## src/rtl/mul_seq_pkg.sv

```systemverilog
// Shared types and constants for the sequential shift-add multiplier.
// The package is independent of the MUL_SEQ_EARLY_TERM_EN build option.
package mul_seq_pkg;

  typedef enum logic [1:0] {
    IDLE = 2'd0,
    RUN  = 2'd1,
    FIX  = 2'd2,
    DONE = 2'd3
  } mul_state_t;

  localparam int WIDTH_MIN = 2;
  localparam int WIDTH_MAX = 16;

  // Counter width able to hold the values 0..w
  function automatic int cnt_width(input int w);
    return $clog2(w + 1);
  endfunction

endpackage

```

## src/rtl/mul_seq_cneg.sv

```systemverilog
// Combinational conditional two's-complement negate, width-parametrised.
// Used for the operand magnitudes and for the final sign fix-up.
module mul_seq_cneg #(
  parameter int W = 8
) (
  input  logic [W-1:0] i_a,
  input  logic         i_neg,
  output logic [W-1:0] o_y
);

  assign o_y = i_neg ? (~i_a + W'(1)) : i_a;

endmodule

```

## src/rtl/mul_seq_sxy.sv

```systemverilog
// Sequential shift-add multiplier: one multiplier bit per clock, signed or unsigned.
// Build option MUL_SEQ_EARLY_TERM_EN leaves RUN as soon as the remaining multiplier bits are zero.
module mul_seq_sxy
  import mul_seq_pkg::*;
#(
  parameter int WIDTH = 8
) (
  input  logic               clk,
  input  logic               rst,
  input  logic               start,
  input  logic               sign_mode,
  input  logic [WIDTH-1:0]   x,
  input  logic [WIDTH-1:0]   y,
  output logic [2*WIDTH-1:0] p,
  output logic               s,
  output logic               rdy,
  output logic               busy
);

  localparam int PW = 2 * WIDTH;
  localparam int CW = cnt_width(WIDTH);

  mul_state_t       r_state;
  mul_state_t       w_state_nxt;

  logic [PW-1:0]    r_mcand;
  logic [PW-1:0]    r_acc;
  logic [PW-1:0]    r_p;
  logic [WIDTH-1:0] r_mult;
  logic [CW-1:0]    r_cnt;
  logic             r_neg;
  logic             r_s;

  logic             w_accept;
  logic             w_x_neg;
  logic             w_y_neg;
  logic [WIDTH-1:0] w_x_mag;
  logic [WIDTH-1:0] w_y_mag;
  logic [WIDTH-1:0] w_mult_nxt;
  logic [PW-1:0]    w_addend;
  logic [PW-1:0]    w_fix_val;
  logic             w_run_last;

  // Operand magnitudes: -2^(WIDTH-1) maps to 2^(WIDTH-1), still exact as unsigned
  assign w_x_neg = sign_mode & x[WIDTH-1];
  assign w_y_neg = sign_mode & y[WIDTH-1];

  mul_seq_cneg #(.W(WIDTH)) u_x_mag (
    .i_a   (x),
    .i_neg (w_x_neg),
    .o_y   (w_x_mag)
  );

  mul_seq_cneg #(.W(WIDTH)) u_y_mag (
    .i_a   (y),
    .i_neg (w_y_neg),
    .o_y   (w_y_mag)
  );

  mul_seq_cneg #(.W(PW)) u_fix (
    .i_a   (r_acc),
    .i_neg (r_neg),
    .o_y   (w_fix_val)
  );

  assign w_accept   = start && ((r_state == IDLE) || (r_state == DONE));
  assign w_mult_nxt = r_mult >> 1;
  assign w_addend   = r_mult[0] ? r_mcand : '0;

`ifdef MUL_SEQ_EARLY_TERM_EN
  assign w_run_last = (w_mult_nxt == '0) || (r_cnt == CW'(WIDTH - 1));
`else
  assign w_run_last = (r_cnt == CW'(WIDTH - 1));
`endif

  // ---- state register ----
  always_ff @(posedge clk) begin
    if (rst) r_state <= IDLE;
    else     r_state <= w_state_nxt;
  end

  // ---- next-state logic ----
  always_comb begin
    w_state_nxt = r_state;
    unique case (r_state)
      IDLE:    if (start) w_state_nxt = RUN;
      RUN:     if (w_run_last) w_state_nxt = FIX;
      FIX:     w_state_nxt = DONE;
      DONE:    if (start) w_state_nxt = RUN;
      default: w_state_nxt = IDLE;
    endcase
  end

  // ---- state-decoded outputs ----
  always_comb begin
    busy = 1'b0;
    rdy  = 1'b0;
    unique case (r_state)
      RUN, FIX: busy = 1'b1;
      DONE:     rdy  = 1'b1;
      default:  ;
    endcase
  end

  // ---- shift/accumulate datapath ----
  always_ff @(posedge clk) begin
    if (rst) begin
      r_mcand <= '0;
      r_mult  <= '0;
      r_acc   <= '0;
      r_cnt   <= '0;
      r_neg   <= 1'b0;
      r_p     <= '0;
      r_s     <= 1'b0;
    end else if (w_accept) begin
      r_mcand <= PW'(w_x_mag);
      r_mult  <= w_y_mag;
      r_neg   <= w_x_neg ^ w_y_neg;
      r_acc   <= '0;
      r_cnt   <= '0;
    end else if (r_state == RUN) begin
      r_acc   <= r_acc + w_addend;
      r_mcand <= r_mcand << 1;
      r_mult  <= w_mult_nxt;
      r_cnt   <= r_cnt + CW'(1);
    end else if (r_state == FIX) begin
      // Zero never reports negative, even when the operand signs differ
      r_p <= w_fix_val;
      r_s <= r_neg & (r_acc != '0);
    end
  end

  assign p = r_p;
  assign s = r_s;

endmodule

```

## config.mk

```make
export PLATFORM = sky130hd
export DESIGN_NAME = mul_seq_sxy
export DESIGN_NICKNAME = d
export VERILOG_FILES = /design/src/rtl/mul_seq_pkg.sv /design/src/rtl/mul_seq_cneg.sv /design/src/rtl/mul_seq_sxy.sv
export SDC_FILE = /design/constraint.sdc
export NUM_CORES = 1
export LEC_CHECK = 0
export BUFFER_PORTS_ARGS = -buffer_cell sky130_fd_sc_hd__buf_2
export CORE_UTILIZATION = 64
export DETAILED_ROUTE_END_ITERATION = 7
export PLACE_DENSITY_LB_ADDON = 0.08
export SLEW_MARGIN = 10
export SYNTH_ARGS = -nofsm -noshare
export SYNTH_HDL_FRONTEND = slang
export SYNTH_HIERARCHICAL = 1
export SYNTH_SLANG_ARGS = --single-unit
```

## constraint.sdc

```tcl
create_clock -name clk -period 4.1 [get_ports clk]
set_input_delay 0 -clock clk [delete_from_list [all_inputs] [get_ports clk]]
set_output_delay 0 -clock clk [all_outputs]
set_load 0.05 [all_outputs]
```

==> reports/qor.yml, run 1 <==
grt_pass1_wl_microns: 13100
fin_nets: 521
cp_data_required_time_ps: 4310
wirelength_microns: 7910
path_clk_slew_ps: 70
drtIter0Drc: 142
drv_slew: 0
ys_warn_count: 6
grt_use_total: 0.263
finalHoldViolCount: 0
die_w_microns: 81.5
syn_inst: 445
path_delay_family: "compound AO/OA/AOI/OAI gates"
cts_tree: "built"
numCtsBuffers: 9
fp.dieArea_sq_um: 6640
ys_ff_latch: 64
status: "finished clean"
start_util: 0.671
antenna_found_initial: 0
utilization: 0.740
diodes: 0
postRouteAntennaNets: 0
slowest_stage: "dfxtp_1"
rsz0062_at_grt: "no"
worst-path-max-fanout: 18
vias: 3136
finalCritPeriodShare: 0.664
synth_edf_count: 0
place.detailed.hpwl_microns: 5740
rows: 28
grt_max_degree: 39
endpoint_kind: "register"
drc_errors: 0
gp_congestion: 0.893
clkSinkCount: 64
setup_tns_ps: 0
layout-drive-gt1-share: 0.164
finalCriticalPeriod_ps: 2720
root_buffer: "clkbuf_8"
instances_no_fill: 557
path_buf_inv: 0
dp_cells: 536
critPathKind: "reg -> reg"
synth_seq_area_share: 0.317
die_height_microns: 81.5
critPathLaunchType: "register"
portBuffers: 38
fin_skew_ps: 10.4
max_stage_delay_ps: 450
synth_nets: 489
syn_area_sq_um: 4050
insertion_delay_ps: 350
max_cap_viol_count: 0
syn2layout_area_growth_pct: 10.3
wl_per_cell_microns: 14.2
dr.pass1.iters: 4
grt_overflow: 0
synthFlopType: "dfxtp_1"
avgSynthCellArea_sq_um: 9.09
cp_cell_sequence: "and2_1, ha_1, fa_1, a211oi_1, o21bai_2, a31oi_2, o21ai_0, xor2_1, mux2i_1, nor2_1"
via_per_inst: 5.63
power.density_nw_per_um2: 471
slew_headroom: 0.356
cts_buffer_depth: 2
worst_pin_slew_ps: 966
fmax_mhz: 367
place_ws_ps: 1380
cts_htree_levels: 3
async_flop_share: 0
fin_ws_ps: 1380
grt_pass1_vias: 2953
ir_drop_mv: 0.416
hold_class: "in -> reg"
crit_arrival_ps: 2930
io_pins: 39
coreArea_sq_um: 6030
final-setup-viol-count: 0
power.leakage_nw: 1.97
synth_cell_types: 49
layout by cell type, fill, tap and decap left out, drive strengths merged, types with 3 or more instances in the layout:
master and instances:
clkinv 3, o31ai 9, nand2 21, a21oi 19, nand2b 7, o21bai 4, buf 41, nand3 7
nor2 60, dfxtp 64, or4 3, nand4 7, and2 19, a211oi 17, mux2i 53, xor2 12
or3 7, clkbuf 11, ha 23, a31oi 4, o21ai 17, xnor2 31, inv 11, a21o 9
dlygate4sd3 5, nor4 4
tightest hold or removal path, stage by stage:
cell,delay [ps]
buf_2,110
xnor2_1,70
nand3_1,70
a21oi_1,60
synthesized netlist by cell type, drive strengths merged (4+ instances only):
library cell / instances / area, sq um
xor2: 12 / 105
ha: 23 / 288
and2: 19 / 121
a21oi: 19 / 95.1
o21bai: 4 / 37.5
a211oi: 17 / 133
clkbuf: 12 / 46.3
mux2i: 53 / 531
nor4: 4 / 25.0
buf: 13 / 95.1
nand4: 7 / 43.8
dfxtp: 64 / 1280
nand3: 7 / 35.0
xnor2: 31 / 272
a21o: 9 / 68.8
nand2b: 7 / 43.8
nor2: 60 / 225
o31ai: 9 / 105
a31oi: 4 / 61.3
or3: 7 / 68.8
inv: 11 / 41.3
nand2: 21 / 78.8
o21ai: 17 / 96.4
layout make-up:
| class | instances | area (sq um) |
|---|---|---|
| sequential | 64 | 1280 |
| inverter | 11 | 41.3 |
| multi-input combinational | 345 | 2580 |
| tap | 75 | 93.8 |
| fill | 476 | 1570 |
| clock inverter | 5 | 56.3 |
| clock buffer | 11 | 141 |
| timing repair buffer | 46 | 263 |
worst paths after layout:
kind                            startpoint   endpoint  slack, ps  depth (start not counted)
worst max-delay path             r_mult[0]  r_acc[12]       1380                         10
worst min-delay path                  y[7]  r_mult[7]         20                          4
worst max register to register   r_mult[0]  r_acc[12]       1380                         10
worst min register to register       p[15]      p[15]        490                          2
flip-flops by register name, indices dropped and copies added (netlist names):
register / cells
p: 16
r_acc: 16
r_mcand: 16
r_mult: 8
r_cnt: 4
r_state: 2
r_neg: 1
s: 1
routing by layer:
| metal | GRT usage | wire [microns] |
|---|---|---|
| met5 | 0 | 0 |
| met4 | 0.113 | 139 |
| met1 | 0.315 | 3660 |
| met3 | 0.0744 | 275 |
| met2 | 0.436 | 3830 |
through the flow:
| step | power, mW | hold WS, ps | cell area, sq um |
|---|---|---|---|
| CTS | 2.11 | 8.59 | 4460 |
| finish | 2.10 | 18.5 | 4460 |
| detailed placement | 1.56 | 309 | 4210 |
| global route | 2.23 | 40.6 | 4460 |
| global placement | 1.54 | 304 | 4210 |
| floorplan | 1.43 | 162 | 4050 |
power breakdown:
part	switching [mW]	total, mW	internal [mW]
Combinational	0.449	0.767	0.318
Clock	0.246	0.542	0.296
Sequential	0.0841	0.790	0.706
Total	0.780	2.10	1.32
kinds of logic (layout without fill, tap and decap cells):
family	Yosys count	after routing	synth area share
compound gates	85	85	0.165
mux	53	53	0.131
simple gates	140	140	0.173
fa+ha+maj	24	24	0.0761
xor+xnor	43	43	0.0931
buf+inv	36	73	0.0452
flops	64	64	0.317
repair_timing:
item / in CTS / in global routing
setup buffers: 0 / 0
hold endpoints to repair: 4 / 0
resized for setup: 0 / 0
hold buffers: 5 / 0
Power figures use the tool's default switching activity.
==> run 2, diff against run 1 <==
--- a/config.mk
+++ b/config.mk
@@ -5,8 +5,9 @@
 export SDC_FILE = /design/constraint.sdc
 export NUM_CORES = 1
 export LEC_CHECK = 0
+export ABC_AREA = 1
 export BUFFER_PORTS_ARGS = -buffer_cell sky130_fd_sc_hd__buf_2
-export CORE_UTILIZATION = 64
+export CORE_UTILIZATION = 61
 export DETAILED_ROUTE_END_ITERATION = 7
 export PLACE_DENSITY_LB_ADDON = 0.08
 export SLEW_MARGIN = 10
==> constraint.sdc (replaced) <==
create_clock -name clk -period 2.61 [get_ports clk]
set_input_delay 0 -clock clk [delete_from_list [all_inputs] [get_ports clk]]
set_output_delay 0 -clock clk [all_outputs]
set_load 0.05 [all_outputs]
==> run 2 against run 1 <==
Compared with the run above:
- routed wire length grew 24%
- sequential cell count unchanged
- power grew 130%
- cell area grew 11%
- combinational power increased to 3.1 times the previous value
==> reports/qor.yml, run 2 <==
status: "finished clean"
drv_slew: 0
dp_cells: 839
synthFlopType: "dfxtp_1"
whs_path_depth: 2
clkSinkCount: 64
worst_pin_slew_ps: 701
ir_drop_mv: 0.687
fin_skew_ps: 7.40
finalHoldViolCount: 0
die_w_microns: 88.1
fin_nets: 797
min-delay-start: "rst"
power.density_nw_per_um2: 980
critPathLaunchType: "register"
rr_endpoint: "r_acc[8]"
avgSynthCellArea_sq_um: 6.23
cp_data_required_time_ps: 2860
antenna_found_initial: 0
insertion_delay_ps: 350
diodes: 0
portBuffers: 38
gp_congestion: 0.888
via_per_inst: 5.14
syn_area_sq_um: 4520
grt_overflow: 0
postRouteAntennaNets: 0
place_ws_ps: 520
syn_inst: 725
fmax_mhz: 481
path_clk_slew_ps: 70
die_height_microns: 88.1
slew_headroom: 0.532
coreArea_sq_um: 7210
layout_commonest_cell: "nand2_1"
instances_no_fill: 857
reg2reg_slack_ps: 530
cts_tree: "built"
finalCritPeriodShare: 0.797
drtIter0Drc: 151
utilization: 0.685
fin_total_pwr_mw: 4.85
synth_cell_types: 37
dr.pass1.iters: 5
synth.most_common_cell: "nand2_1"
finalCriticalPeriod_ps: 2080
crit_arrival_ps: 2330
grt_use_total: 0.270
final-setup-viol-count: 0
rows: 31
root_buffer: "clkbuf_8"
async_flop_share: 0
syn2layout_area_growth_pct: 9.39
synth_area_leaders: "dfxtp_1, nand2_1, inv_1"
power.leakage_nw: 2.65
yosys-top-cells-count: "nand2_1, inv_1, nor2_1"
setup_tns_ps: 0
worstReg2RegStart: "r_mult[0]"
place.detailed.hpwl_microns: 7630
synth_seq_area_share: 0.283
fin_ws_ps: 530
numCtsBuffers: 9
wirelength_microns: 9820
hold_class: "in -> reg"
mostFrequentLayoutCells: "nand2_1, inv_1, nor2_1, dfxtp_1, nand3_1"
grt_pass1_vias: 3911
wl_per_cell_microns: 11.5
grt_max_degree: 27
start_util: 0.626
worst-path-max-fanout: 17
fp.dieArea_sq_um: 7760
rsz0062_at_grt: "no"
whs_endpoint: "r_mult[2]"
synth_nets: 769
layout-drive-gt1-share: 0.133
critPathKind: "reg -> reg"
max_cap_viol_count: 0
vias: 4409
synth_top_area_frac: 0.283
ys_ff_latch: 64
fillers: 702
endpoint_kind: "register"
post-synth-top-area-cell: "dfxtp_1"
io_pins: 39
ff2ff_path_depth: 13
synth_edf_count: 0
drc_errors: 0
grt_pass1_wl_microns: 16400
cts_htree_levels: 3
ys_warn_count: 6
cts_buffer_depth: 2
[run 2: cell types whose count changed after synthesis, sizes merged, moves of 18 or more]
cell | previous run | this run
xnor2 | 31 | 8
mux2i | 53 | 0
nor2 | 60 | 84
and2 | 19 | 1
o21ai | 17 | 36
a21oi | 19 | 43
nand3 | 7 | 49
inv | 11 | 114
nand2 | 21 | 231
[run 2: worst max-delay path by stage]
stage / slack [ps] / startpoint / to / cells after the start
2_1_floorplan: 590 / r_mult[0] / r_acc[8] / 15
3_3_place_gp: 620 / r_mult[0] / r_acc[14] / 14
3_5_place_dp: 520 / r_mult[0] / r_acc[8] / 13
4_1_cts: 510 / r_mult[0] / r_acc[8] / 13
5_1_grt: 290 / r_mult[0] / r_acc[14] / 14
6_report: 530 / r_mult[0] / r_acc[8] / 13
[run 2: critical path: stages, from the launching register on]
cell     delay [ps]
dfxtp_1         470
nand2_1         130
inv_1            50
ha_1            200
fa_1            410
nand2_1         100
nand2_1          80
and2_4          160
nand2_2          50
nand2_2          50
xnor2_1         140
nand2_1          70
nand2_1          50
inv_1            30
[run 2: timing repair]
item | 4_1_cts | 5_1_grt
endpoints found under the hold margin | 2 | 0
resized for setup | 0 | 0
hold buffers | 2 | 0
setup buffers | 0 | 0
[run 2: layer usage]
metal | share of wire | GRT usage
met5 | 0 | 0
met4 | 0.024 | 0.106
met3 | 0.037 | 0.0547
met2 | 0.48 | 0.483
met1 | 0.45 | 0.317
[run 2: cells by family (layout without fill, tap and decap cells)]
kind of cell               count (synthesis)  count (layout)  synth area share
xor gates and xnor gates                  17              17            0.0329
buffers and inverters                    142             175             0.129
DFF                                       64              64             0.283
and+or+nand+nor                          386             386             0.373
AOI/OAI and AO/OA                         92              92             0.113
adders and majority gates                 24              24            0.0681
[run 2: cell type report]
| cell class | count | area [sq um] | share of cell area |
|---|---|---|---|
| clock inverters | 4 | 51.3 | 0.0104 |
| clock buffers | 12 | 155 | 0.0314 |
| repair buffers | 45 | 248 | 0.0501 |
| flip-flops and latches | 64 | 1280 | 0.259 |
| inverters | 114 | 428 | 0.0866 |
| well taps | 99 | 124 | 0.0251 |
| multi-input cells | 519 | 2660 | 0.537 |
[run 2: through the flow]
stage | hold slack, ps | cell area, sq um
after floorplan | 151 | 4520
after global placement | 279 | 4720
after detailed placement | 288 | 4720
after CTS | 9.80 | 4940
after global routing | 13.7 | 4940
final | 13.3 | 4940
[run 2: power breakdown]
part	switching (mW)	total [mW]	internal (mW)
Combinational	1.64	2.40	0.758
Clock	0.397	0.892	0.495
Sequential	0.305	1.56	1.25
Total	2.34	4.85	2.51
==> run 3, diff against run 2 <==
==> constraint.sdc (replaced) <==
create_clock -name clk -period 2 [get_ports clk]
set_input_delay 0 -clock clk [delete_from_list [all_inputs] [get_ports clk]]
set_output_delay 0 -clock clk [all_outputs]
set_load 0.05 [all_outputs]
==> run 3 against run 2 <==
Compared with the run above:
- register-to-register slack got worse by 420 ps
- critical path depth increased by 1
- largest cell class unchanged
- fmax up 10%
- critical endpoint is now r_acc[15]
- clock skew increased by 3.8 ps
- worst hold slack better by 6.0 ps
- count of clock-buffer cells in the layout down 2
- cell area is 1.8% higher
- clock power grew 36%
- sequential power is 27% higher
==> reports/qor.yml, run 3 (same netlist as run 2, synthesis figures left out) <==
p_seq_frac: 0.305
antenna_found_initial: 0
cts_htree_levels: 3
worst_pin_slew_ps: 667
max_cap_viol_count: 0
die_height_microns: 88.1
ir_drop_mv: 0.656
grt_max_degree: 27
coreArea_sq_um: 7210
diodes: 0
insertion_delay_ps: 350
crit_arrival_ps: 2140
combinationalPowerShare: 0.507
p_clk_frac: 0.187
grt_pass1_vias: 3952
rows: 31
cts_tree: "built"
fin_nets: 802
multi_input_area_sq_um: 2690
path_delay_family: "simple AND/OR/NAND/NOR gates"
status: "finished clean"
finalCriticalPeriod_ps: 1890
worst-path-max-fanout: 9
cp_data_required_time_ps: 2250
postRouteAntennaNets: 0
slowest_stage: "dfxtp_4"
hold_class: "in -> reg"
clkSinkCount: 64
root_buffer: "clkbuf_8"
wirelength_microns: 10200
fin_total_pwr_mw: 6.47
power.leakage_nw: 2.69
numCtsBuffers: 9
final-setup-viol-count: 0
critPathLaunchType: "register"
io_pins: 39
swShare: 0.475
fmax_mhz: 530
portBuffers: 38
syn2layout_area_growth_pct: 11.4
drv_slew: 0
fin_skew_ps: 11.2
finalHoldViolCount: 0
cp_cell_sequence: "buf_4, nand2_1, inv_1, ha_2, nand2_1, inv_1, nand2_1, nand2_1, a21oi_1, nand2_1, nand2_1, nand3_1, nand2_1, inv_1"
gp_congestion: 0.963
min-delay-start: "rst"
grt_pass1_wl_microns: 16900
critPathKind: "reg -> reg"
dr.pass1.iters: 4
finalCritPeriodShare: 0.943
worst_path_most_repeated_cell: "nand2_1"
path_buf_inv: 4
place.detailed.hpwl_microns: 7740
max_stage_delay_ps: 390
mostFrequentLayoutCells: "nand2_1, inv_1, nor2_1, dfxtp_1, nand3_1"
wl_per_cell_microns: 11.8
setup_tns_ps: 0
die_w_microns: 88.1
grt_use_total: 0.278
layout-drive-gt1-share: 0.152
register_area_sq_um: 1280
p_switching_mw: 3.08
cts_buffer_depth: 2
fillers: 675
drc_errors: 0
via_per_inst: 5.06
endpoint_kind: "register"
vias: 4362
power.density_nw_per_um2: 1290
path_clk_slew_ps: 70
worstReg2RegStart: "r_mult[0]"
slew_headroom: 0.555
start_util: 0.626
power.internal_mw: 3.39
rsz0062_at_grt: "yes"
grt_overflow: 0
crit_start: "r_mult[0]"
drtIter0Drc: 215
layout_commonest_cell: "nand2_1"
fp.dieArea_sq_um: 7760
run 3: repair_timing:
| item | in CTS | in global routing |
|---|---|---|
| setup buffers | 0 | 1 |
| hold endpoints to repair | 2 | 0 |
| setup endpoints to repair | 2 | 6 |
| resized for setup | 1 | 11 |
| pin swaps | 0 | 1 |
| hold buffers | 2 | 0 |
run 3: area by class of cell:
| cell class | instances | share of cell area |
|---|---|---|
| Timing Repair Buffer | 50 | 0.0592 |
| Clock inverter | 6 | 0.0167 |
| Sequential cell | 64 | 0.255 |
| Inverter | 114 | 0.0850 |
| Tap cell | 99 | 0.0246 |
| Multi-Input combinational cell | 519 | 0.534 |
| Clock buffer | 10 | 0.0254 |
run 3: layer usage:
metal  global-route usage  share of wire
met4               0.0880          0.017
met1                0.334           0.46
met5                    0              0
met3               0.0452          0.028
met2                0.505           0.49
run 3: power by group through the flow:
stage	registers, mW	logic, mW	clock network (mW)
after floorplan	2.33	2.20	0
after global placement	1.99	3.18	0
after detailed placement	2.00	3.24	0
after CTS	1.97	3.26	1.23
after global routing	2.03	3.67	1.29
final	1.98	3.28	1.21
run 3: worst paths after layout:
check,endpoint,slack (ps),cells past startpoint
max reg2reg,r_acc[15],110,14
max,r_acc[15],110,14
min,r_state[1],20,2
min reg2reg,r_mult[7],460,2
run 3: stage by stage:
step	cells	hold slack [ps]	worst slack, ps	util	area [sq um]
floorplan	725	151	13.6	-	4520
global placement	843	284	50.7	0.660	4760
detailed placement	843	290	11.9	0.660	4760
CTS	861	9.43	40.2	0.692	4990
global route	862	24.0	-26.6	0.698	5030
finish	862	19.3	114	0.698	5030
